File: src/rtl/uart_tx_engine.sv
// UART transmit engine: loads a byte on a one-cycle load pulse and shifts out an
// 11-bit frame (start, 7/8 data, optional parity, stop padding) at baud_k clocks per bit.
module uart_tx_engine #(
    parameter int unsigned BAUD_WIDTH = 19
) (
    input  logic                  clk,
    input  logic                  reset,
    input  logic [BAUD_WIDTH-1:0] baud_k,
    input  logic                  eight,
    input  logic                  pen,
    input  logic                  ohel,
    input  logic                  load,
    input  logic [7:0]            out_port,
    output logic                  tx,
    output logic                  busy,
    output logic                  tx_done
);

    localparam logic [0:0] IDLE = 1'b0;
    localparam logic [0:0] SEND = 1'b1;

    logic [0:0]            state_q, state_d;
    logic [10:0]           sr_q, sr_d;
    logic [BAUD_WIDTH-1:0] kmax_q, kmax_d;
    logic [BAUD_WIDTH-1:0] cnt_q, cnt_d;
    logic [3:0]            nbit_q, nbit_d;
    logic                  busy_q, busy_d;
    logic                  done_q, done_d;

    logic                  parity;
    logic [10:0]           frame;
    logic [BAUD_WIDTH-1:0] kmax_in;

    // Parity covers only the data bits actually sent; odd sense inverts it.
    always_comb begin
        parity = (eight ? (^out_port) : (^out_port[6:0])) ^ ohel;
        if (eight)
            frame = {1'b1, (pen ? parity : 1'b1), out_port, 1'b0};
        else
            frame = {2'b11, (pen ? parity : 1'b1), out_port[6:0], 1'b0};
        kmax_in = (baud_k == '0) ? '0 : baud_k - BAUD_WIDTH'(1);
    end

    always_comb begin
        state_d = state_q;
        sr_d    = sr_q;
        kmax_d  = kmax_q;
        cnt_d   = cnt_q;
        nbit_d  = nbit_q;
        busy_d  = busy_q;
        done_d  = 1'b0;
        case (state_q)
            IDLE: begin
                if (load) begin
                    sr_d    = frame;
                    kmax_d  = kmax_in;
                    cnt_d   = '0;
                    nbit_d  = '0;
                    busy_d  = 1'b1;
                    state_d = SEND;
                end
            end
            SEND: begin
                if (cnt_q == kmax_q) begin
                    cnt_d = '0;
                    sr_d  = {1'b1, sr_q[10:1]};
                    if (nbit_q == 4'd10) begin
                        nbit_d  = '0;
                        sr_d    = '1;
                        busy_d  = 1'b0;
                        done_d  = 1'b1;
                        state_d = IDLE;
                    end else begin
                        nbit_d = nbit_q + 4'd1;
                    end
                end else begin
                    cnt_d = cnt_q + BAUD_WIDTH'(1);
                end
            end
            default: state_d = IDLE;
        endcase
    end

    always_ff @(posedge clk or posedge reset) begin
        if (reset) begin
            state_q <= IDLE;
            sr_q    <= '1;
            kmax_q  <= '0;
            cnt_q   <= '0;
            nbit_q  <= '0;
            busy_q  <= 1'b0;
            done_q  <= 1'b0;
        end else begin
            state_q <= state_d;
            sr_q    <= sr_d;
            kmax_q  <= kmax_d;
            cnt_q   <= cnt_d;
            nbit_q  <= nbit_d;
            busy_q  <= busy_d;
            done_q  <= done_d;
        end
    end

    assign tx      = sr_q[0];
    assign busy    = busy_q;
    assign tx_done = done_q;

endmodule

File: config.mk
export PLATFORM = sky130hd
export DESIGN_NAME = uart_tx_engine
export DESIGN_NICKNAME = d
export VERILOG_FILES = /design/src/rtl/uart_tx_engine.sv
export SDC_FILE = /design/constraint.sdc
export NUM_CORES = 1
export LEC_CHECK = 0
export BUFFER_PORTS_ARGS = -buffer_cell sky130_fd_sc_hd__buf_2
export CORE_ASPECT_RATIO = 0.9
export CORE_MARGIN = 2
export CORE_UTILIZATION = 58
export DETAILED_ROUTE_END_ITERATION = 6
export PLACE_DENSITY = 0.85
export SLEW_MARGIN = 20
export SYNTH_ARGS = -nofsm -noshare
export SYNTH_HDL_FRONTEND = slang
export SYNTH_SLANG_ARGS = --single-unit
File: constraint.sdc
create_clock -name clk -period 2.4 [get_ports clk]
set_input_delay 0.36 -clock clk [delete_from_list [all_inputs] [get_ports clk]]
set_output_delay 0.36 -clock clk [all_outputs]
set_load 0.02 [all_outputs]
==> results.md <==
- Status: complete, no violations
- CTS Buffer Depth: 2
- Postcts setup bufs: 0
- Port bufs: 35
- Endpoints failing setup: 0
- Worst rel slew slack: 61.46%
- H-tree levels: 2
- Grt ovf: 0
- Max Slew Vio Count: 0
- WS Path Type: reg2reg
- Clock skew: 0.01074 ns
- Vias post-DR: 2,498
- Hold_buf cts: 0
- Sw Share: 31.43%
- Met1 global-route usage: 35.25%
- Global route hottest layer: met2
- Avg Inst Size Synth: 9.669 sq um
- Total length of routed wires: 6675 um
- Top_reg_cell synth: dfrtp_1
- Clk pwr share: 24.1%
- Initial Utilization: 59.78%
- Power density cells: 636.5 nW/um^2
- CTS Buf Count: 5
- RSZ-0062 raised after global routing: no
- Cell Area, Synth: 3123 sq um
- Detail-routed via count per cell: 5.796
- CTS sink cnt: 55
- Worst endpoint required time: 2.66 ns
- Final period util: 85.71%
- Fmax: 0.4861 GHz
- Initial DRC Count: 178
- Final setup margin: 0.3429 ns
- Place WS: 0.3088 ns
- HP Class: in2async
- Yosys warnings: 0
- Max Cap Viol: 0
- Row count: 25
- CTS root buffer: clkbuf_8
- Netlist cell types: 42
- Final Hold Viols: 0
- Combinational share of power: 20.9%
- Worst-path clk slew: 0.11 ns
- Crit path arrival time: 2.31 ns
- Area delta synth->final: 12.42%
- Reg2Reg Setup Slack: 0.34 ns
- # IOs: 36
- Tmin final: 2.057 ns
- Post-synth EDFFs: 0
- First-pass DRT Iterations: 4
- Diode count: 0
- Antenna violations before repair: 0
- Fillers: 387
- Critical Path Start Type: flip-flop
- Post-DP HPWL: 5063 um
- FF/Latch Area: 1389 sq um
- Routed WL per cell: 15.49 um
- Insertion delay to the later sink of the worst-skew pair: 0.32 ns
- Post-route setup TNS: 0 ns
- Die height: 73.62 um
- Die footprint: 5989 sq um
- Nets@finish: 400
- Layout cells sized above 1: 21.98%
- Part of the power in registers: 55.0%
- Vias in the first global route: 2,386
- Syn_nets: 360
- Internal power: 1532 uW
- Ys async rst share: 100.0%
- Post_cts resized: 0
- Met2 global-route usage: 38.43%
- Placer Congestion: 0.8267
- Met3 Usage GRT: 4.177%
- TritonCTS clock tree: yes
- Least-Margin Pin Slew: 0.5772 ns
- GRT Overall Usage: 24.75%
- Die Wd: 81.35 um
- ANT nets after route: 0
- Core area: 5224 sq um
- Area occupied by multi-input gates: 1643 sq um
- Pin count of the biggest net entering global routing: 31
- Post-Synthesis Cells: 323
- Global-route wire length before repair: 11,250 um
- Worst setup EP type: flip-flop
- Synthesized flop and latch total: 55
- Worst Path Max Fanout: 12
- Post-route DRC violation count: 0
- Register area share after synthesis: 44.47%
- Lkg Pwr: 0.001544 uW
- Peak VDD IR: 0.0004119 V
- Psw: 702.3 uW
## worst max-delay path, stage by stage (launching register included)
cell and delay (ns):
dfrtp_1 0.46, xnor2_1 0.19, nand4_1 0.11, nor3_1 0.33, nand3_1 0.46, nor3_1 0.30, a211o_1 0.14
## sequential cells by signal, indices dropped and copies added (netlist names)
register  cells
tx_done       1
kmax_q       19
state_q       1
busy          1
cnt_q        19
sr_q         10
nbit_q        4
## final cells by class
cell class	instances	area share [%]
Timing Repair Buffer	44	7.627
Clock buffer	5	1.960
Inverter	10	1.069
Multi-Input combinational cell	247	46.79
Sequential cell	55	39.56
Tap cell	67	2.388
Clock inverter	3	0.6058
## cells in the mapped netlist, types with 7 or more instances
library cell / instances / share of area (%)
dfrtp_1: 45 / 36
xnor2_1: 40 / 11
nor2_1: 34 / 4.1
nand2_1: 33 / 4.0
nand3_1: 16 / 2.6
o21ai_2: 11 / 3.1
a21o_1: 10 / 2.4
dfstp_2: 10 / 8.4
inv_1: 10 / 1.2
a21oi_1: 9 / 1.4
o21ai_0: 9 / 1.4
a22o_1: 8 / 2.2
and3_1: 8 / 1.6
nand4_1: 7 / 1.4
o22a_1: 7 / 2.0
## cell usage in the layout, fill, tap and decap left out, drive strengths merged, types with 3 or more instances in the layout
cell	n
clkbuf	5
inv	12
nor2b	3
o22a	7
buf	44
a221o	4
dfstp	10
dfrtp	45
xnor2	40
nand4	7
o21a	6
ha	4
xor2	3
or3	3
a21o	10
nor3	6
a22o	8
a21oi	9
o21ai	20
nor4	3
nand3	16
nand3b	3
nor2	34
and3	8
mux2i	3
nand2	33
## power by group through the flow
| stage | Sequential, uW | Clock (uW) | Combinational, uW |
|---|---|---|---|
| after floorplan | 1190 | 0 | 370 |
| after global placement | 1230 | 0 | 449 |
| after detailed placement | 1240 | 0 | 472 |
| after CTS | 1230 | 539 | 473 |
| after global routing | 1250 | 576 | 531 |
| final | 1230 | 538 | 467 |
## logic make-up after synthesis
group           Yosys count  synth area share, %
compound gates           72                17.87
mux                       5                1.683
fa+ha+maj                 4                1.603
xor+xnor                 43                12.06
buf+inv                  21                2.925
flops                    55                44.47
simple gates            123                19.39
## stage by stage
step / hold slack, ns / total power (uW) / utilization, % / cells / area (sq um)
after detailed placement: 0.4540 / 1715 / 65.49 / 423 / 3421
after floorplan: 0.4421 / 1562 / - / 323 / 3123
after CTS: 0.1098 / 2239 / 67.21 / 431 / 3511
final: 0.09091 / 2235 / 67.21 / 431 / 3511
after global placement: 0.4463 / 1680 / 65.49 / 423 / 3421
after global routing: 0.1402 / 2358 / 67.21 / 431 / 3511
## per-layer routing
metal	vias up	routed length (um)
li1	1226	-
met1	1196	3032
met2	65	3247
met3	11	285
met4	0	110
met5	-	0
## path summary, 6_finish.rpt
check	endpoint	depth (start not counted)	from
min in group clk	kmax_q[0]	2	baud_k[0]
max in group asynchronous	sr_q[0]	3	reset
setup reg to reg	nbit_q[3]	6	cnt_q[16]
setup / recovery	nbit_q[3]	6	cnt_q[16]
hold / removal	nbit_q[3]	2	reset
hold reg to reg	sr_q[0]	2	sr_q[0]
Note: power is estimated with default switching activity, not from simulation.
